$ cat src/rtl/nco_disp_pkg.sv
// Shared constants and helpers for the NCO / MM:SS counter / 7-segment display block.
package nco_disp_pkg;

    localparam int NUM_DIGITS = 6;

    typedef logic [3:0] bcd_t;

    // Segment codes, active-high, bit 0 = segment a .. bit 6 = segment g
    localparam logic [6:0] SEG_0     = 7'h3F;
    localparam logic [6:0] SEG_1     = 7'h06;
    localparam logic [6:0] SEG_2     = 7'h5B;
    localparam logic [6:0] SEG_3     = 7'h4F;
    localparam logic [6:0] SEG_4     = 7'h66;
    localparam logic [6:0] SEG_5     = 7'h6D;
    localparam logic [6:0] SEG_6     = 7'h7D;
    localparam logic [6:0] SEG_7     = 7'h07;
    localparam logic [6:0] SEG_8     = 7'h7F;
    localparam logic [6:0] SEG_9     = 7'h6F;
    localparam logic [6:0] SEG_BLANK = 7'h00;

    // Any code above 9 decodes to blank; blank digit positions carry this one
    localparam bcd_t BCD_BLANK = 4'hF;

    function automatic logic [6:0] seg_decode(bcd_t d);
        logic [6:0] s;
        case (d)
            4'd0:    s = SEG_0;
            4'd1:    s = SEG_1;
            4'd2:    s = SEG_2;
            4'd3:    s = SEG_3;
            4'd4:    s = SEG_4;
            4'd5:    s = SEG_5;
            4'd6:    s = SEG_6;
            4'd7:    s = SEG_7;
            4'd8:    s = SEG_8;
            4'd9:    s = SEG_9;
            default: s = SEG_BLANK;
        endcase
        return s;
    endfunction

endpackage

$ cat src/rtl/top_nco_cnt_disp_nco.sv
// Time-base NCO: pulses o_tick for one clk every NCO_NUM clk cycles.
module nco #(
    parameter int NCO_NUM = 50_000_000,
    parameter int NCO_W   = 32
) (
    input  logic clk,
    input  logic rst_n,
    output logic o_tick
);

    localparam logic [NCO_W-1:0] ACC_LAST = NCO_W'(NCO_NUM - 1);

    logic [NCO_W-1:0] acc;

    assign o_tick = (acc == ACC_LAST);

    // rst_n is active-high despite its name
    always_ff @(posedge clk or posedge rst_n) begin
        if (rst_n)       acc <= '0;
        else if (o_tick) acc <= '0;
        else             acc <= acc + NCO_W'(1);
    end

endmodule

$ cat src/rtl/top_nco_cnt_disp.sv
// MM:SS counter on a 6-digit multiplexed 7-segment display, driven by a 1 Hz NCO tick.
// Optional DP_BLINK_EN: the separator dot on d2 blinks with each tick instead of staying lit.
module top_nco_cnt_disp
    import nco_disp_pkg::*;
#(
    parameter int NCO_NUM  = 50_000_000,
    parameter int SCAN_DIV = 50_000,
    parameter int NCO_W    = 32
) (
    input  logic       clk,
    input  logic       rst_n,
    output logic [6:0] o_seg,
    output logic       o_seg_dp,
    output logic [5:0] o_seg_enb
);

    localparam logic [NCO_W-1:0] SCAN_LAST = NCO_W'(SCAN_DIV - 1);
    localparam logic [2:0]       IDX_LAST  = 3'(NUM_DIGITS - 1);

    logic             tick;
    logic [5:0]       sec_cnt;
    logic [5:0]       min_cnt;
    logic [NCO_W-1:0] scan_cnt;
    logic [2:0]       idx;
    bcd_t             digit;
    logic             dp;
    logic             dp_sep;

    nco #(
        .NCO_NUM (NCO_NUM),
        .NCO_W   (NCO_W)
    ) u_nco (
        .clk    (clk),
        .rst_n  (rst_n),
        .o_tick (tick)
    );

    always_ff @(posedge clk or posedge rst_n) begin
        if (rst_n) begin
            sec_cnt <= '0;
            min_cnt <= '0;
        end else if (tick) begin
            if (sec_cnt == 6'd59) begin
                sec_cnt <= '0;
                min_cnt <= (min_cnt == 6'd59) ? 6'd0 : min_cnt + 6'd1;
            end else begin
                sec_cnt <= sec_cnt + 6'd1;
            end
        end
    end

`ifdef DP_BLINK_EN
    logic blink;

    always_ff @(posedge clk or posedge rst_n) begin
        if (rst_n)     blink <= 1'b0;
        else if (tick) blink <= ~blink;
    end

    assign dp_sep = blink;
`else
    assign dp_sep = 1'b1;
`endif

    always_ff @(posedge clk or posedge rst_n) begin
        if (rst_n) begin
            scan_cnt <= '0;
            idx      <= '0;
        end else if (scan_cnt == SCAN_LAST) begin
            scan_cnt <= '0;
            idx      <= (idx == IDX_LAST) ? 3'd0 : idx + 3'd1;
        end else begin
            scan_cnt <= scan_cnt + NCO_W'(1);
        end
    end

    always_comb begin
        digit = BCD_BLANK;
        dp    = 1'b0;
        case (idx)
            3'd0: digit = 4'(sec_cnt % 6'd10);
            3'd1: digit = 4'(sec_cnt / 6'd10);
            3'd2: begin
                digit = 4'(min_cnt % 6'd10);
                dp    = dp_sep;
            end
            3'd3: digit = 4'(min_cnt / 6'd10);
            default: digit = BCD_BLANK;
        endcase
    end

    // Segments, dot and enables are registered together so the pins change in one edge
    always_ff @(posedge clk or posedge rst_n) begin
        if (rst_n) begin
            o_seg     <= SEG_BLANK;
            o_seg_dp  <= 1'b0;
            o_seg_enb <= 6'h3F;
        end else begin
            o_seg     <= seg_decode(digit);
            o_seg_dp  <= dp;
            o_seg_enb <= ~(6'b000001 << idx);
        end
    end

endmodule

$ cat config.mk
export PLATFORM = sky130hd
export DESIGN_NAME = top_nco_cnt_disp
export DESIGN_NICKNAME = d
export VERILOG_FILES = /design/src/rtl/nco_disp_pkg.sv /design/src/rtl/top_nco_cnt_disp_nco.sv /design/src/rtl/top_nco_cnt_disp.sv
export SDC_FILE = /design/constraint.sdc
export NUM_CORES = 1
export LEC_CHECK = 0
export ABC_AREA = 1
export CELL_PAD_IN_SITES_DETAIL_PLACEMENT = 1
export CELL_PAD_IN_SITES_GLOBAL_PLACEMENT = 1
export CORE_AREA = 2 2 126 159
export DETAILED_ROUTE_END_ITERATION = 16
export DIE_AREA = 0 0 128 161
export PLACE_DENSITY = 0.6
export SLEW_MARGIN = 5
export SYNTH_ARGS = -nofsm -noshare
export SYNTH_HDL_FRONTEND = slang
export SYNTH_SLANG_ARGS = --single-unit
$ cat constraint.sdc
create_clock -name clk -period 3 [get_ports clk]
set_input_delay 0.6 -clock clk [delete_from_list [all_inputs] [get_ports clk]]
set_output_delay 0.6 -clock clk [all_outputs]
set_load 0.05 [all_outputs]
# Word-level counts from Yosys, hierarchy flattened
# Memories as Yosys holds them, arrays and structs flattened. A register that Yosys moved wholly into a read port is not among the register bits.
# Cells that the tools add are included.
# classes
n_eq_ne	8
n_div	4
n_shift	1
n_mux	7
reduce_logical	2
addsub	5
n_bitwise	1
# ops
operator	n
$add 32x1->32 const B	2
$mux 32	2
$eq 32x16->1 const B	1
$eq 32x26->1 const B	1
$pmux 4 s4	1
$add 6x1->6 const B	2
$div 6x4->6 const B	2
$eq 6x6->1 const B	2
$mod 6x4->6 const B	2
$mux 6	2
$eq 3x2->1 const B	2
$not 6->6	1
$shl 1x3->6 const A	1
$add 3x1->3 const B	1
$eq 3x1->1 const B	1
$eq 3x3->1 const B	1
$logic_not 3->1	1
$mux 3	1
$reduce_and 2->1	1
$mux 1	1
# totals
mem_bits_ro	112
output_inout_bits	14
reg_bits	86
mem_count	1
inputBits	2
wordCells	36
# memory_table
memory	depth	width	read_ports	rd_ports_with_merged_regs	write_ports	line_no	text
(name not given)	16	7	1	1	0	nco_disp_pkg.sv:26	case (d)

# Longest topological paths before layout
# depth
ltp_word	2
depth_mapped	24
depth_no_buf	23

# Hierarchy
# From an unflattened synthesis, not the netlist that was laid out.
# hier_totals
hier_cells	802
hier_area_um2	5973.2
# modules_own_cells
module	seq_area_each_um2	cells_each	n_inst	area_per_inst_um2
top_nco_cnt_disp	1534.0	505	1	3915.0
nco	800.8	297	1	2058.2

# Worst setup path before layout
# Ideal clock, no wire load.
# synth_path
path_kind	register to register
from	register idx[1]
to	register o_seg[3]
stages_incl_launch_ff	21
required_time_ns	2.881
n_path_buf	2
setup_ns	0.119
period_less_slack_ns	2.775
arrival_time_ns	2.656
setup_slack_ns	0.225
cell_sequence	dfrtp_1 buf_2 nand2_1 inv_1 ha_1 buf_2 o21ai_0 ha_1 a21oi_1 o21ai_1 nand2_1 nand2_1 nand2_1 nand3_1 nand2_1 nand3_1 ha_1 nand2_2 nand2_1 nand2_1 nand2_1
# synth_via
elab_chain_len	2
word_cells_on_any_way	5
classes_between	eq/ne (3); mux (1); reduce/logical (1)
# synth_rtl
element	line_no	text
start, declared	top_nco_cnt_disp.sv:24	logic [2:0] idx;
start signal, assigned	top_nco_cnt_disp.sv:71	idx <= (idx == IDX_LAST) ? 3'd0 : idx + 3'd1;
$eq 3x2->1, or another cell as far along	top_nco_cnt_disp.sv:80	case (idx)
$pmux 4 s4 *	top_nco_cnt_disp.sv:80	
end, declared	top_nco_cnt_disp.sv:12	output logic [6:0] o_seg,
# Mark *: on every way between the ends. The rest lies on a longest branch, timed or not.
# A chain may end at the register's enable or synchronous reset.

# Worst setup path after layout
# layout_path
from	register idx[2]
to	register o_seg[3]
# The elaborated chain is that of the path after synthesis.

==> metrics.yaml <==
antenna_found_initial: 0
dp_cells: 994
postRouteAntennaNets: 0
routabilityCongestion: 0.874
start_util: 0.295
wire_per_inst_microns: 15.4
critPathTopFamily: "simple AND/OR/NAND/NOR gates"
rsz0062_at_grt: "yes"
hold_class: "reg -> reg"
worstPathRequired_ns: 3.24
critical_path.max_stage_delay_ns: 0.46
die-area_sq_mm: 0.0206
syn_area_sq_mm: 0.00563
critPathMaxFanout: 5
grt_usage: 0.158
worst_pin_slew_ns: 0.594
totalNegativeSetupSlack_ns: 0
p_clk_frac: 0.498
async_flop_share: 1.00
core.rowCount: 57
vias: 5060
p_switching_w: 0.000567
p_total_w: 0.00256
post-dp-hpwl_microns: 12200
grt_pass1_vias: 5440
clock.fmax_ghz: 0.359
cp_cell_sequence: "inv_4 -> nand4_1 -> nand2_4 -> inv_2 -> ha_1 -> nor2_2 -> a21oi_2 -> nand2_2 -> nand2_2 -> nand2_1 -> nand2_2 -> inv_2 -> nand2_4 -> nand3_2 -> a21oi_4 -> buf_4 -> ha_1 -> inv_1 -> nand3_1 -> nand2_1 -> nand2_1 -> nand2_1"
io_pins: 16
drc: 0
hold_viol: 0
dr.pass1.iters: 4
cp-end-kind: "flip-flop"
coreArea_sq_mm: 0.0191
setup_viol: 0
fin_cells: 1014
drtIter0Drc: 156
cts_made_buffers: 9
crit_arrival_ns: 3.03
ys_warn_count: 0
critPathLaunchType: "flip-flop"
synth-seq-cells: 93
synth_flop_cell: "dfrtp_1"
final_net_count: 789
seqPwrFrac: 0.489
cap_violations: 0
gr-total-overflow: 0
seq_area_sq_mm: 0.00234
post-route-util: 0.343
synth.distinct_cells: 45
skew_ns: 0.0132
cts_tree: "built"
cts-root-buf: "clkbuf_16"
power_frac_comb: 0.013
syn_to_final_growth_pct: 16.4
cts.sinks: 93
yosys-top-cells-area: "dfrtp_1 39%, nand2_1 9.4%, inv_1 8.3%"
synth_nets: 752
grt_pass1_wl_microns: 26300
insertion_delay_ns: 0.36
die_x_microns: 128
path_common_cell: "nand2_1"
syn_inst: 736
grt_max_degree: 41
criticalPathCategory: "reg -> reg"
postCtsHoldBufs: 0
switching_share: 0.221
ys_seq_area_frac: 0.414
slew_headroom: 0.600
clockBufferDepth: 2
die_h_microns: 161
drt-total-wl_microns: 15600
clk_pin_slew_worst_paths_ns: 0.07
slew_violations: 0
power.internal_w: 0.00200
postPlaceCellArea_sq_mm: 0.00617
netlist.area_leader.share: 0.386
multi_input_area_sq_mm: 0.00279
worst-path-buf-inv: 5
outcome: "completed"
slowest_stage: "dfrtp_2"
powerDensity_mw_per_mm2: 391
vdd_drop_max_uv: 266
yosysTopAreaCell: "dfrtp_1"
post_drt_via_cell_ratio: 4.99
io_buffers: 15
antenna_cells: 0
postLayoutCellArea_sq_mm: 0.00656
leakage_nw: 3.05
fin_crit_sh: 0.928
nFillCells: 2343
drive_gt1_frac: 0.120
synth_edf_count: 0
htreeDepth: 3
min_period_ns: 2.79
syn_area_per_cell_sq_um: 7.65
[Yosys cell counts, types with 2 or more instances]
cell type,number
o21ai_0,27
nor4_2,2
nor2_1,68
a211oi_1,5
dfstp_2,6
dfrtp_1,87
nand3_1,46
nor3_1,49
buf_2,2
nor2_2,6
inv_2,8
nand3b_1,4
o21ai_1,2
nand3_2,2
a41oi_1,2
nand4_1,31
nor4_1,18
nand2_2,9
xor2_1,25
nand2_1,141
xnor2_1,3
nand2_4,6
o21a_1,4
a21oi_1,20
ha_1,14
clkbuf_1,2
inv_1,125
o22ai_1,2
nor3_2,2
o211a_1,3
[routing by layer]
layer	vias up	track usage	routed length [microns]
li1	2481	-	-
met1	2493	0.178	6590
met2	61	0.300	8350
met3	25	0.0252	308
met4	0	0.0524	344
met5	-	0	0
[cell families after synthesis]
kind of cell | Yosys count | share of synthesized area
compound gates | 71 | 0.0769
xor+xnor | 28 | 0.0435
fa+ha+maj | 14 | 0.0311
buf+inv | 139 | 0.0951
flops | 93 | 0.414
simple gates | 391 | 0.339
[power groups by stage]
stage / clock [W] / sequential [W] / combinational [W]
floorplan: 0 / 0.00128 / 0.0000185
global placement: 0 / 0.00128 / 0.0000349
detailed placement: 0 / 0.00128 / 0.0000353
CTS: 0.00131 / 0.00125 / 0.0000356
global route: 0.00136 / 0.00125 / 0.0000386
finish: 0.00128 / 0.00125 / 0.0000326
[final cells by class]
cell class / instances / area share
clock buffer: 9 / 0.0344
clock inverter: 7 / 0.0151
inverter: 134 / 0.0785
multi-input combinational: 504 / 0.425
sequential: 93 / 0.357
tap: 236 / 0.0450
timing repair buffer: 30 / 0.0439
timing repair inverter: 1 / 0.00115
[timing repair]
| item | CTS | global route |
|---|---|---|
| pin swaps | 0 | 3 |
| buffers inserted | 0 | 3 |
| resized for setup | 1 | 14 |
| setup endpoints to repair | 1 | 7 |
| gates cloned | 0 | 1 |
[per-stage QoR]
stage | hold WS, ns | worst slack, ns
global placement | 0.448 | 0.200
detailed placement | 0.452 | -0.00376
finish | 0.458 | 0.215
CTS | 0.461 | 0.0374
global route | 0.480 | -0.0237
floorplan | 0.425 | 0.225
[cells in the final DEF, fill, tap and decap left out, drive strengths merged]
master         Yosys  routed
a41oi              2       2
xor2              25      25
buf                3      15
nor3              51      51
a31oi              1       1
nor4              21      21
clkinv             1       5
o221a              1       1
bufinv             0       2
nand3             49      49
xnor2              3       3
nor3b              1       1
nand4             32      32
ha                14      14
a211oi             5       5
dfrtp             87      87
nor2              74      74
dfstp              6       6
nand2            156     156
nand3b             4       4
o211a              3       3
o21a               5       5
clkbuf             2       9
clkdlybuf4s50      0      15
o22ai              2       2
or2                1       1
o21ai             30      30
clkinvlp           0       3
a21oi             22      22
and3               1       1
and2               1       1
inv              133     132
[registers in the layout (all words and copies together), names as in the netlist]
name and cells:
u_nco.acc 32, sec_cnt 6, min_cnt 6, scan_cnt 32, o_seg 7, idx 3, o_seg_enb 6, o_seg_dp 1
[final timing paths]
| kind | start | to | slack [ns] | depth (start not counted) |
|---|---|---|---|---|
| worst max-delay path | idx[2] | o_seg[3] | 0.21 | 22 |
| worst min register to register | scan_cnt[0] | scan_cnt[0] | 0.46 | 1 |
| max in group asynchronous | rst_n | o_seg_enb[1] | 1.70 | 3 |
| min in group asynchronous | rst_n | scan_cnt[29] | 0.64 | 2 |
| worst max register to register | idx[2] | o_seg[3] | 0.21 | 22 |
| worst min-delay path | scan_cnt[0] | scan_cnt[0] | 0.46 | 1 |
Power figures use the tool's default switching activity.
